**src/rtl/text_timing_gen.sv**
```systemverilog
// text_timing_gen
// Raster / character-cell timing generator feeding the text-mode character
// generator. Produces the character RAM read address and the sub-cell
// coordinates in the counter cycle, plus hsync/vsync/video_on delayed so they
// line up with the serialised pixel coming out of the RAM -> ROM -> shift
// pipeline. Reset asserts asynchronously; counting resumes one clock after
// release so the first frame_start pulse is a full, clean cycle at h=0,v=0.

module text_timing_gen #(
  parameter int H_ACTIVE = 640,
  parameter int H_FP     = 16,
  parameter int H_SYNC   = 96,
  parameter int H_BP     = 48,
  parameter int V_ACTIVE = 480,
  parameter int V_FP     = 10,
  parameter int V_SYNC   = 2,
  parameter int V_BP     = 33,
  parameter int COLS     = 80,
  parameter int PIPE_DLY = 10,
  parameter bit SYNC_POL = 1'b0
) (
  input  logic        pixel_clock,
  input  logic        reset,
  output logic [13:0] char_address,
  output logic [2:0]  subchar_line,
  output logic [2:0]  subchar_pixel,
  output logic        hsync,
  output logic        vsync,
  output logic        video_on,
  output logic        frame_start
);

  localparam int H_TOTAL = H_ACTIVE + H_FP + H_SYNC + H_BP;
  localparam int V_TOTAL = V_ACTIVE + V_FP + V_SYNC + V_BP;

  // Packed {hsync, vsync, video_on} value the delay chain holds when idle.
  localparam logic [2:0] PIPE_IDLE = {~SYNC_POL, ~SYNC_POL, 1'b0};

  logic [10:0] h_cnt_reg;
  logic [10:0] v_cnt_reg;
  logic [6:0]  col_reg;
  logic [13:0] row_base_reg;
  logic        started_reg;

  logic        h_wrap;
  logic        v_wrap;
  logic        raw_active;
  logic        raw_hs;
  logic        raw_vs;
  logic [2:0]  raw_bundle;

  assign h_wrap = (h_cnt_reg == 11'(H_TOTAL - 1));
  assign v_wrap = (v_cnt_reg == 11'(V_TOTAL - 1));

  // Holds the counters at 0,0 for the first clock after reset release.
  always_ff @(posedge pixel_clock or negedge reset) begin
    if (!reset) started_reg <= 1'b0;
    else        started_reg <= 1'b1;
  end

  // Horizontal / vertical raster counters.
  always_ff @(posedge pixel_clock or negedge reset) begin
    if (!reset) begin
      h_cnt_reg <= '0;
      v_cnt_reg <= '0;
    end else if (started_reg) begin
      if (h_wrap) begin
        h_cnt_reg <= '0;
        if (v_wrap) v_cnt_reg <= '0;
        else        v_cnt_reg <= v_cnt_reg + 11'd1;
      end else begin
        h_cnt_reg <= h_cnt_reg + 11'd1;
      end
    end
  end

  // Column index: advances at the end of each visible 8-pixel cell, holds in blanking.
  always_ff @(posedge pixel_clock or negedge reset) begin
    if (!reset) begin
      col_reg <= '0;
    end else if (started_reg) begin
      if (h_wrap)
        col_reg <= '0;
      else if (h_cnt_reg[2:0] == 3'd7 && h_cnt_reg < 11'(H_ACTIVE - 1))
        col_reg <= col_reg + 7'd1;
    end
  end

  // Row base address: adds COLS after the last line of each visible cell row,
  // so the address is formed without a multiplier.
  always_ff @(posedge pixel_clock or negedge reset) begin
    if (!reset) begin
      row_base_reg <= '0;
    end else if (started_reg && h_wrap) begin
      if (v_wrap)
        row_base_reg <= '0;
      else if (v_cnt_reg[2:0] == 3'd7 && v_cnt_reg < 11'(V_ACTIVE - 1))
        row_base_reg <= row_base_reg + 14'(COLS);
    end
  end

  assign char_address  = row_base_reg + {7'd0, col_reg};
  assign subchar_pixel = h_cnt_reg[2:0];
  assign subchar_line  = v_cnt_reg[2:0];
  assign frame_start   = started_reg && (h_cnt_reg == 11'd0) && (v_cnt_reg == 11'd0);

  // Undelayed sync/active decode; forced inactive until counting has started.
  always_comb begin
    raw_active = started_reg && (h_cnt_reg < 11'(H_ACTIVE)) && (v_cnt_reg < 11'(V_ACTIVE));
    raw_hs     = ~SYNC_POL;
    raw_vs     = ~SYNC_POL;
    if (started_reg && h_cnt_reg >= 11'(H_ACTIVE + H_FP) &&
        h_cnt_reg < 11'(H_ACTIVE + H_FP + H_SYNC))
      raw_hs = SYNC_POL;
    if (started_reg && v_cnt_reg >= 11'(V_ACTIVE + V_FP) &&
        v_cnt_reg < 11'(V_ACTIVE + V_FP + V_SYNC))
      raw_vs = SYNC_POL;
    raw_bundle = {raw_hs, raw_vs, raw_active};
  end

  generate
    if (PIPE_DLY == 0) begin : g_no_dly
      assign {hsync, vsync, video_on} = raw_bundle;
    end else begin : g_dly
      for (genvar gi = 0; gi < PIPE_DLY; gi++) begin : stage
        logic [2:0] stage_reg;
        logic [2:0] stage_next;
        if (gi == 0) begin : g_first
          assign stage_next = raw_bundle;
        end else begin : g_rest
          assign stage_next = stage[gi-1].stage_reg;
        end
        // One pipeline stage of the sync/active alignment delay.
        always_ff @(posedge pixel_clock or negedge reset) begin
          if (!reset) stage_reg <= PIPE_IDLE;
          else        stage_reg <= stage_next;
        end
      end
      assign {hsync, vsync, video_on} = stage[PIPE_DLY-1].stage_reg;
    end
  endgenerate

endmodule

```
**config.mk**
```make
export PLATFORM = sky130hd
export DESIGN_NAME = text_timing_gen
export DESIGN_NICKNAME = d
export VERILOG_FILES = /design/src/rtl/text_timing_gen.sv
export SDC_FILE = /design/constraint.sdc
export NUM_CORES = 1
export LEC_CHECK = 0
export CORE_ASPECT_RATIO = 1.75
export CORE_UTILIZATION = 30
export CTS_BUF_LIST = sky130_fd_sc_hd__clkbuf_2
export DETAILED_ROUTE_END_ITERATION = 7
export PLACE_DENSITY = 0.53
export SETUP_SLACK_MARGIN = 0.05
export SLEW_MARGIN = 0
export SYNTH_ARGS = -nofsm -noshare
export SYNTH_HDL_FRONTEND = slang
export SYNTH_SLANG_ARGS = --single-unit
```
**constraint.sdc**
```tcl
create_clock -name pixel_clock -period 2.8 [get_ports pixel_clock]
set_clock_uncertainty 0.1 [all_clocks]
set_input_delay 0.7 -clock pixel_clock [delete_from_list [all_inputs] [get_ports pixel_clock]]
set_output_delay 0.7 -clock pixel_clock [all_outputs]
set_load 0.02 [all_outputs]
```
[Word level (Yosys, flattened, before mapping)]
Cells that the tools add are included.
Operators by class
  equal/unequal tests: 4
  add/subtract/negate cells: 5
  order comparisons: 8
  reductions and logical operators: 18
  mux-type cells: 8
Operator list (number)
  $lt A11 B10 Y1 const B: 3
  $lt A11 B9 Y1 const B: 3
  $mux W14: 2
  $add A11 B1 Y11 const B: 2
  $eq A11 B10 Y1 const B: 2
  $logic_not A11 Y1: 2
  $mux W11: 2
  $add A14 B7 Y14: 1
  $add A14 B7 Y14 const B: 1
  $mux W7: 2
  $ge A11 B10 Y1 const B: 1
  $ge A11 B9 Y1 const B: 1
  $logic_and A1 B1 Y1: 11
  $add A7 B1 Y7 const B: 1
  $eq A3 B3 Y1 const B: 2
  $reduce_and A2 Y1: 3
  $reduce_bool A2 Y1: 2
  $mux W1: 2
Storage, ports and cells
  output and inout port bits: 24
  flip-flop bits (word level): 74
  bits of input ports: 2
  word-level logic and storage cells: 58

[Depth between registers and ports, before layout]
Gate-level depths: netlist of the first run.
  depth after elaboration: 4
  gate-level depth with buffers: 8
  gate-level depth less buffers: 7

[Worst setup path before layout of the first run]
No wires, ideal clock.
  path kind: flip-flop to output port
  start: reg row_base_reg[5]
  end: out char_address[9]
  stages on the path, launching flop included: 7
  data arrival time: 1.741 ns
  data required time: 2.000 ns
  slack: 0.259 ns
  cells stage by stage: dfrtp_1 ha_1 a21o_1 a21oi_1 nand2b_1 or2_2 xnor2_1
On the way
  cells in the longest elaborated chain, start to end: 1
Ends and longest elaborated chain
  from (decl): RTL line 42  | logic [13:0] row_base_reg;
  from (signal assigned): RTL line 98  | row_base_reg <= row_base_reg + 14'(COLS);
  $add A14 B7 Y14: RTL line 102  | assign char_address = row_base_reg + {7'd0, col_reg};
  to (decl): RTL line 24  | output logic [13:0] char_address,
No other way between the ends.

[Final worst setup path of the first run]
Same ends and word-level chain as after synthesis.

==> results of run 1 <==
[cells by family (layout without fill, tap and decap cells)]
family                     after synthesis  in the layout
AOI/OAI and AO/OA                       58             58
xor gates and xnor gates                19             19
adders and majority gates               12             12
buffers and inverters                   28             93
DFF                                     70             70
muxes                                    3              3
other                                    2              3
and+or+nand+nor                        131            131
[timing repair]
action	in CTS	in global routing
resized for setup	68	17
setup endpoints to repair	11	12
cloned	0	0
buffers inserted	6	5
pin swaps	6	9
[cell usage after synthesis (all sizes together) (2+ instances only)]
cell / instances / share of area, %
dfrtp: 50 / 37
nand2: 34 / 3.9
o21ai: 23 / 3.4
nor2: 21 / 2.6
dfstp: 20 / 16
nand3: 20 / 3.0
ha: 12 / 4.5
nand4: 11 / 2.1
buf: 10 / 2.3
clkbuf: 10 / 1.1
xor2: 10 / 2.6
xnor2: 9 / 2.4
a21oi: 8 / 1.3
inv: 8 / 0.90
nor3: 8 / 1.5
and3: 7 / 1.3
o31ai: 7 / 1.6
nor2b: 5 / 0.93
or3: 5 / 0.93
a21o: 4 / 0.90
nor4: 4 / 0.75
or4: 4 / 1.0
a31oi: 3 / 0.56
o211ai: 3 / 0.67
and4b: 2 / 0.60
conb: 2 / 0.22
mux2i: 2 / 0.60
nor4b: 2 / 0.52
o2bb2ai: 2 / 0.52
or2: 2 / 0.37
or3b: 2 / 0.60
[cell type report]
type                            count  area (um^2)
Clock inverter                      7         97.6
Clock buffer                        9         45.0
Inverter                            8         30.0
Tap cell                          130          163
Fill cell                        1076         6500
Multi-Input combinational cell    225         1570
Timing Repair Buffer               69          574
Antenna cell                        1         2.50
Sequential cell                    70         1780
[final timing paths]
kind,endpoint,start,slack (ns),cells past startpoint
max,char_address[9],row_base_reg[5],-0.13,7
min,v_cnt_reg[0],reset,0.04,2
max reg2reg,row_base_reg[6],h_cnt_reg[7],0.46,6
min reg2reg,g_dly.stage[3].stage_reg[1],g_dly.stage[2].stage_reg[1],0.25,0
max in group asynchronous,g_dly.stage[0].stage_reg[2],reset,2.19,2
min in group pixel_clock,g_dly.stage[3].stage_reg[1],g_dly.stage[2].stage_reg[1],0.25,0
[worst max-delay path: cells and delay by family, from the launching register on]
family                     cells  cell delay (ns)
buffers and inverters          1             0.15
and+or+nand+nor                2             0.41
AOI/OAI and AO/OA              2             0.18
adders and majority gates      1             0.29
DFF                            1             0.46
xor gates and xnor gates       1             0.12
[stage by stage]
step | TNS (ns) | util, % | power, uW | hold slack [ns] | area [um^2]
after detailed placement | -0.223 | 36.3 | 1570 | 0.235 | 3910
after global routing | -1.50 | 39.6 | 2410 | 0.00287 | 4260
after global placement | -0.129 | 36.3 | 1570 | 0.233 | 3910
final | -0.498 | 39.6 | 2270 | 0.0406 | 4260
after floorplan | 0 | - | 1430 | 0.231 | 3350
after CTS | -0.905 | 38.8 | 2290 | 0.0101 | 4170
[power groups by stage]
stage               clock, uW  sequential (uW)  combinational (uW)
floorplan                   0             1150                 273
global placement            0             1180                 395
detailed placement          0             1170                 398
CTS                       721             1160                 409
global route              773             1170                 461
finish                    688             1160                 417
[layer usage]
metal / vias up / share of wire [%] / global-route usage (%)
met4: 0 / 1.9 / 6.93
met3: 11 / 3.5 / 4.31
met2: 54 / 53 / 23.7
met1: 1255 / 41 / 18.1
li1: 1268 / - / -
met5: - / 0 / 0
==> results_tabular.tex, run 1 <==
\begin{tabular}{lr}
\hline
Metric & Value \\
\hline
\multicolumn{2}{l}{\textbf{Detailed routing}} \\
Number of DRC markers in iteration 0 & between 150 and 200 \\
Number of detailed-routing iterations run before antenna repair & 4 \\
WL final & 7600 um \\
WL per Instance & 14.6 um \\
DR vias & 2588 \\
Number of vias per cell & 4.99 \\
Post-DRT Antenna Nets & 0 \\
DRC Markers & 0 \\
\multicolumn{2}{l}{\textbf{Synthesis}} \\
Mapped Avg Cell Area & between 10 and 15 um\^{}2 \\
Number of distinct standard cells referenced by the synthesized netlist & 52 \\
Main combinational cell family by area after synthesis & simple AND/OR/NAND/NOR gates \\
XOR/XNOR Fraction of Synth Area & 4.96\% \\
Number of standard cells after synthesis & between 300 and 400 \\
Total nets after synthesis & 337 \\
Post-synthesis adder-cell area fraction & 4.48\% \\
Share of synthesized flip-flops with an asynchronous set or reset & between 90\% and 100\% \\
FF+latch count, synth & 70 \\
Sequential-to-total area share from yosys stat & 53.0\% \\
Count of yosys warnings during synthesis & 0 \\
EDFF count, synth & 0 \\
Main flop type after synthesis & sky130\_fd\_sc\_hd\_\_dfrtp\_1 \\
Fraction of the mapped netlist area in simple logic gates & a little over a fifth \\
Mux share of post-synthesis cell area & less than 1\% \\
Netlist area before placement & 0.00335 mm\^{}2 \\
Compound-Gate Fraction of Synth Area & 11.0\% \\
\multicolumn{2}{l}{\textbf{Place}} \\
Routability congestion estimate & just over 0.8 \\
Half-perimeter wire length of the detailed placement result & 5180 um \\
Placed insts & roughly 490 \\
Number of buffer cells added on primary ports & 25 \\
Worst slack at placement & -0.114 ns \\
\multicolumn{2}{l}{\textbf{Die}} \\
Floorplan die area & 0.0116 mm\^{}2 \\
Die boundary width & 81.9 um \\
Number of I/O pins & 26 \\
Cell row count & 50 \\
Die Y-Extent & 142 um \\
Area of the core & 0.0108 mm\^{}2 \\
Initial Util & a little under a third \\
\multicolumn{2}{l}{\textbf{Critical path}} \\
Required time at the endpoint of the critical path & $\sim$2.0 ns \\
Cells along the critical path & ha\_4, a21o\_1, a21oi\_2, nand2b\_4, or2\_4, xnor2\_2, buf\_4 \\
Critical path startpoint category & flip-flop \\
Worst setup path class & flip-flop to output pin \\
Critical Path Sink Type & output pin \\
Max stage delay cell, worst path & sky130\_fd\_sc\_hd\_\_dfrtp\_1 \\
Data arrival time at the worst-slack endpoint & 2.13 ns \\
Largest incremental delay on the critical path & about 0.46 ns \\
Largest fanout on the critical path & 3 \\
\multicolumn{2}{l}{\textbf{CTS}} \\
CTS H-Tree Depth & 3 \\
Buffers from clock root to sink, at most & 2 \\
Clock transition time at the flip-flop clock pins of the worst setup and hold paths & 0.23 ns \\
CTS tree & done \\
Hold-fix buffer count after cts & 0 \\
Insertion delay to the later sink of the worst-skew pair & $\sim$0.55 ns \\
CTS Root Cell & sky130\_fd\_sc\_hd\_\_clkbuf\_2 \\
Cts bufs inserted & 9 \\
Clock sink total & 70 \\
\multicolumn{2}{l}{\textbf{Layout}} \\
Area growth, synth to finish & 27.2\% \\
Number of standard cells in the layout, taps in and fillers out & around 520 \\
Most frequent standard cell in the layout excluding fill and tap cells & sky130\_fd\_sc\_hd\_\_buf\_4 \\
Flip-flop count of the largest register after layout & 30 \\
Share of cells above drive strength 1 & about 32\% \\
Number of nets at the end of the flow & between 300 and 400 \\
Top library cells by usage in the layout, fill and taps aside & sky130\_fd\_sc\_hd\_\_buf\_4 (50), sky130\_fd\_sc\_hd\_\_dfrtp\_1 (47), sky130\_fd\_sc\_hd\_\_nand2\_1 (32), sky130\_fd\_sc\_hd\_\_o21ai\_0 (23), sky130\_fd\_sc\_hd\_\_dfstp\_2 (20) \\
\multicolumn{2}{l}{\textbf{Global route}} \\
Global routing usage summed across all routing layers & 14.9\% \\
Remaining global-route overflow & 0 \\
Wire length of the first global-routing pass & 13000 um \\
Vias in the first global route & 2610 \\
Pin count of the biggest net entering global routing & 71 \\
Initial antenna violation count & 1 \\
\multicolumn{2}{l}{\textbf{Status}} \\
Result of the run & finished, violations left \\
Violated checks & negative setup slack \\
\multicolumn{2}{l}{\textbf{Power}} \\
Internal cell power & 1580 uW \\
Switching portion of total power & 30.2\% \\
Static leakage & 0.00193 uW \\
Part of the total power dissipated in the clock network & 30.4\% \\
Switching component of the power & 683 uW \\
Part of the power in registers & roughly 50\% \\
Power per standard cell area & 531 mW/mm\^{}2 \\
Peak supply drop & between 0.3 and 0.4 mV \\
Logic gate share of total power & 18.4\% \\
\multicolumn{2}{l}{\textbf{Timing}} \\
Final Hold Fails & 0 \\
Max frequency & 0.341 GHz \\
Crit share post-route & 105\% \\
Final count of negative-setup-slack endpoints & 7 \\
RSZ-0062 raised after global routing & true \\
Worst-case setup margin in the final layout & -0.132 ns \\
Final period demand of the worst path & 2.93 ns \\
Final Max Slew Viols & 0 \\
\multicolumn{2}{l}{\textbf{Flow run}} \\
Reported max-cap violation count & 0 \\
\multicolumn{2}{l}{\textbf{Min path}} \\
Worst hold path type & input pin to asynchronous set/reset pin \\
\hline
\end{tabular}
No activity file was read; power rests on OpenSTA's default activity.
==> run 2, diff against run 1 <==
- CAP_MARGIN: not set -> 10
==> results of run 2 <==
Final layout, timing and power as in run 1 (identical DEF).
==> run 3, diff against run 2 <==
- ABC_AREA: not set -> 1
- PLACE_DENSITY: 0.53 -> 0.52
==> results_tabular.tex, run 3 <==
\begin{tabular}{lr}
\hline
Metric & Value \\
\hline
\multicolumn{2}{l}{\textbf{Timing}} \\
Final count of negative-setup-slack endpoints & 4 (-3) \\
Max frequency & 0.352 GHz (+3.2\%) \\
Post-Route Setup TNS & -0.0873 ns (+0.411 ns) \\
Worst-margin pin slew & 0.521 ns \\
Crit share post-route & 101\% (-3.3 points) \\
Final period demand of the worst path & 2.84 ns (-0.0921 ns) \\
Slew margin rel. & between 60 and 70\% \\
Worst-case setup margin in the final layout & -0.0403 ns (+0.0921 ns) \\
Final Max Slew Viols & 0 (unchanged) \\
Final Hold Fails & 0 (unchanged) \\
RSZ-0062 raised after global routing & true \\
\multicolumn{2}{l}{\textbf{Flow run}} \\
Reported max-cap violation count & 0 (unchanged) \\
\multicolumn{2}{l}{\textbf{Synthesis}} \\
FF+latch count, synth & 70 (unchanged) \\
Share of synthesized flip-flops with an asynchronous set or reset & 100\% (unchanged) \\
Leading post-synthesis cells by instance count & sky130\_fd\_sc\_hd\_\_nand2\_1 (124), sky130\_fd\_sc\_hd\_\_inv\_1 (56), sky130\_fd\_sc\_hd\_\_nand3\_1 (56) \\
EDFF count, synth & 0 (unchanged) \\
Cell types with the largest area share after synthesis & sky130\_fd\_sc\_hd\_\_dfrtp\_1 (33\%), sky130\_fd\_sc\_hd\_\_dfstp\_2 (14\%), sky130\_fd\_sc\_hd\_\_nand2\_1 (12\%) \\
Count of yosys warnings during synthesis & 0 (unchanged) \\
Main flop type after synthesis & sky130\_fd\_sc\_hd\_\_dfrtp\_1 \\
Netlist area before placement & 0.00375 mm\^{}2 (+12\%) \\
Number of standard cells after synthesis & 468 (+45\%) \\
Most numerous cell in the Yosys netlist & sky130\_fd\_sc\_hd\_\_nand2\_1 \\
Total nets after synthesis & 482 (+43\%) \\
Most area-hungry cell type in the Yosys netlist & sky130\_fd\_sc\_hd\_\_dfrtp\_1 \\
Mapped Avg Cell Area & 8.00 um\^{}2 (-23\%) \\
Yosys top cell area share & 33.4\% (-3.9 points) \\
Sequential-to-total area share from yosys stat & 47.4\% (-5.6 points) \\
Number of distinct standard cells referenced by the synthesized netlist & 34 (-35\%) \\
\multicolumn{2}{l}{\textbf{Detailed routing}} \\
Post-DRT Antenna Nets & 0 (unchanged) \\
DR vias & 3207 (+24\%) \\
Number of vias per cell & 4.64 (-6.9\%) \\
WL per Instance & 12.7 um (-13\%) \\
Number of DRC markers in iteration 0 & 109 (-34\%) \\
Number of detailed-routing iterations run before antenna repair & 6 (+2) \\
DRC Markers & 0 (unchanged) \\
WL final & 8760 um (+15\%) \\
\multicolumn{2}{l}{\textbf{CTS}} \\
CTS tree & done \\
CTS Root Cell & sky130\_fd\_sc\_hd\_\_clkbuf\_2 \\
Insertion delay to the later sink of the worst-skew pair & 0.52 ns (-0.03 ns) \\
Cts bufs inserted & 9 (unchanged) \\
Clock sink total & 70 (unchanged) \\
Buffers from clock root to sink, at most & 2 (unchanged) \\
CTS H-Tree Depth & 3 (unchanged) \\
Clock transition time at the flip-flop clock pins of the worst setup and hold paths & 0.22 ns (about the same) \\
\multicolumn{2}{l}{\textbf{Min path}} \\
Hold endpoint & g\_dly.stage[3].stage\_reg[0] \\
Worst hold path type & flip-flop to flip-flop \\
Number of cells traversed by the worst hold path & 0 \\
Hold wc startpoint & g\_dly.stage[2].stage\_reg[0] \\
\multicolumn{2}{l}{\textbf{Global route}} \\
Global routing usage summed across all routing layers & 14.6\% (-0.30 points) \\
Remaining global-route overflow & 0 (unchanged) \\
Pin count of the biggest net entering global routing & 50 (-30\%) \\
Wire length of the first global-routing pass & 14400 um (+11\%) \\
Initial antenna violation count & 1 (unchanged) \\
Vias in the first global route & 3122 (+20\%) \\
\multicolumn{2}{l}{\textbf{Die}} \\
Floorplan die area & 0.0130 mm\^{}2 (+11\%) \\
Die boundary width & 86.5 um (+5.6\%) \\
Cell row count & 53 (+6.0\%) \\
Area of the core & 0.0121 mm\^{}2 (+12\%) \\
Die Y-Extent & 150 um (+5.6\%) \\
Number of I/O pins & 26 (unchanged) \\
Initial Util & 31.0\% (-0.12 points) \\
\multicolumn{2}{l}{\textbf{Status}} \\
Violated checks & negative setup slack \\
Result of the run & finished, violations left \\
\multicolumn{2}{l}{\textbf{Layout}} \\
Flip-flop count of the largest register after layout & 30 (unchanged) \\
Final non-filler cell area & 0.00460 mm\^{}2 (+8.0\%) \\
Number of nets at the end of the flow & 534 (+35\%) \\
Filler cell count & 1297 (+21\%) \\
Top library cells by usage in the layout, fill and taps aside & sky130\_fd\_sc\_hd\_\_nand2\_1 (117), sky130\_fd\_sc\_hd\_\_inv\_1 (52), sky130\_fd\_sc\_hd\_\_nand3\_1 (52), sky130\_fd\_sc\_hd\_\_dfrtp\_1 (49), sky130\_fd\_sc\_hd\_\_nor2\_1 (47) \\
Number of standard cells in the layout, taps in and fillers out & 691 (+33\%) \\
Area growth, synth to finish & 22.9\% \\
Share of cells above drive strength 1 & 23.2\% (-9.2 points) \\
Share of the core filled with cells & 38.1\% (-1.5 points) \\
Most frequent standard cell in the layout excluding fill and tap cells & sky130\_fd\_sc\_hd\_\_nand2\_1 \\
\multicolumn{2}{l}{\textbf{Power}} \\
Peak supply drop & 0.206 mV (-44\%) \\
Final Power & 2240 uW (-0.93\%) \\
Static leakage & 0.00221 uW (+15\%) \\
Power per standard cell area & 488 mW/mm\^{}2 (-8.2\%) \\
\multicolumn{2}{l}{\textbf{Critical path}} \\
Largest fanout on the critical path & 5 (+2) \\
Worst setup path class & flip-flop to output pin \\
Required time at the endpoint of the critical path & 2.00 ns (about the same) \\
Internal reg-to-reg setup slack & 0.60 ns (+0.14 ns) \\
Critical Path Sink Type & output pin \\
Origin of the critical flop-to-flop path & v\_cnt\_reg[1] \\
FF-to-FF path depth & 11 (+5) \\
Data arrival time at the worst-slack endpoint & 2.04 ns (-0.09 ns) \\
Critical path startpoint category & flip-flop \\
Capture instance of the worst register-to-register path & row\_base\_reg[6] \\
\multicolumn{2}{l}{\textbf{Place}} \\
Number of buffer cells added on primary ports & 25 (unchanged) \\
Placed standard-cell area & 0.00427 mm\^{}2 (+9.3\%) \\
Half-perimeter wire length of the detailed placement result & 6400 um (+23\%) \\
Placed insts & 665 (+35\%) \\
Routability congestion estimate & 0.920 (+11\%) \\
\hline
\end{tabular}
run 3: worst max-delay path by stage:
stage | endpoint | cells past startpoint | startpoint
6_report | char_address[12] | 8 | col_reg[5]
5_1_grt | char_address[12] | 8 | col_reg[5]
4_1_cts | char_address[12] | 8 | col_reg[5]
3_5_place_dp | char_address[12] | 8 | col_reg[5]
3_3_place_gp | char_address[9] | 6 | col_reg[5]
2_1_floorplan | char_address[9] | 5 | col_reg[5]
run 3: kinds of logic (layout without fill, tap and decap cells):
| family | Yosys count | after routing | share of synthesized area, % |
|---|---|---|---|
| fa+ha+maj | 12 | 12 | 4.01 |
| buf+inv | 73 | 130 | 8.52 |
| compound gates | 30 | 30 | 4.28 |
| xor+xnor | 13 | 13 | 3.04 |
| other cells | 2 | 3 | 0.200 |
| simple gates | 268 | 268 | 32.5 |
| flops | 70 | 70 | 47.4 |
run 3: report_power, final:
part | total [uW] | switching [uW] | internal [uW]
clock | 716 | 408 | 309
combinational | 392 | 230 | 162
sequential | 1140 | 64.9 | 1070
total | 2240 | 703 | 1540
run 3: per-stage QoR:
step	hold slack, ns	setup WS, ns
floorplan	0.231	0.442
global placement	0.234	-0.0208
detailed placement	0.238	-0.0614
CTS	0.255	-0.143
global route	0.259	-0.165
finish	0.263	-0.0403
run 3: metal layers:
| layer | wire length [um] | vias to the layer above | part of all wire (%) | GRT usage (%) |
|---|---|---|---|---|
| li1 | - | 1595 | - | - |
| met1 | 3470 | 1548 | 40 | 15.1 |
| met2 | 4860 | 52 | 55 | 27.0 |
| met3 | 240 | 12 | 2.7 | 3.03 |
| met4 | 194 | 0 | 2.2 | 7.58 |
| met5 | 0 | - | 0 | 0 |
run 3: cell type report:
cell class / instances / area (um^2) / area share (%)
clock inverter: 7 / 104 / 2.26
clock buffer: 9 / 45.0 / 0.979
sequential: 70 / 1780 / 38.6
tap: 165 / 206 / 4.48
multi-input combinational: 325 / 1780 / 38.6
antenna: 1 / 2.50 / 0.0544
timing repair buffer: 55 / 469 / 10.2
inverter: 59 / 221 / 4.81
run 3: worst max-delay path, stage by stage (launching register included):
cell,delay [ns]
sky130_fd_sc_hd__dfrtp_1,0.47
sky130_fd_sc_hd__ha_4,0.30
sky130_fd_sc_hd__a21oi_4,0.07
sky130_fd_sc_hd__o22ai_4,0.21
sky130_fd_sc_hd__inv_2,0.10
sky130_fd_sc_hd__nand2_4,0.09
sky130_fd_sc_hd__nand3_2,0.07
sky130_fd_sc_hd__nand2_2,0.10
sky130_fd_sc_hd__buf_6,0.11
run 3: timing repair:
item,in CTS,in global routing
pin swaps,4,9
setup buffers,3,5
setup endpoints to repair,11,9
resized for setup,60,26
hold buffers,1,0
endpoints found under the hold margin,11,0
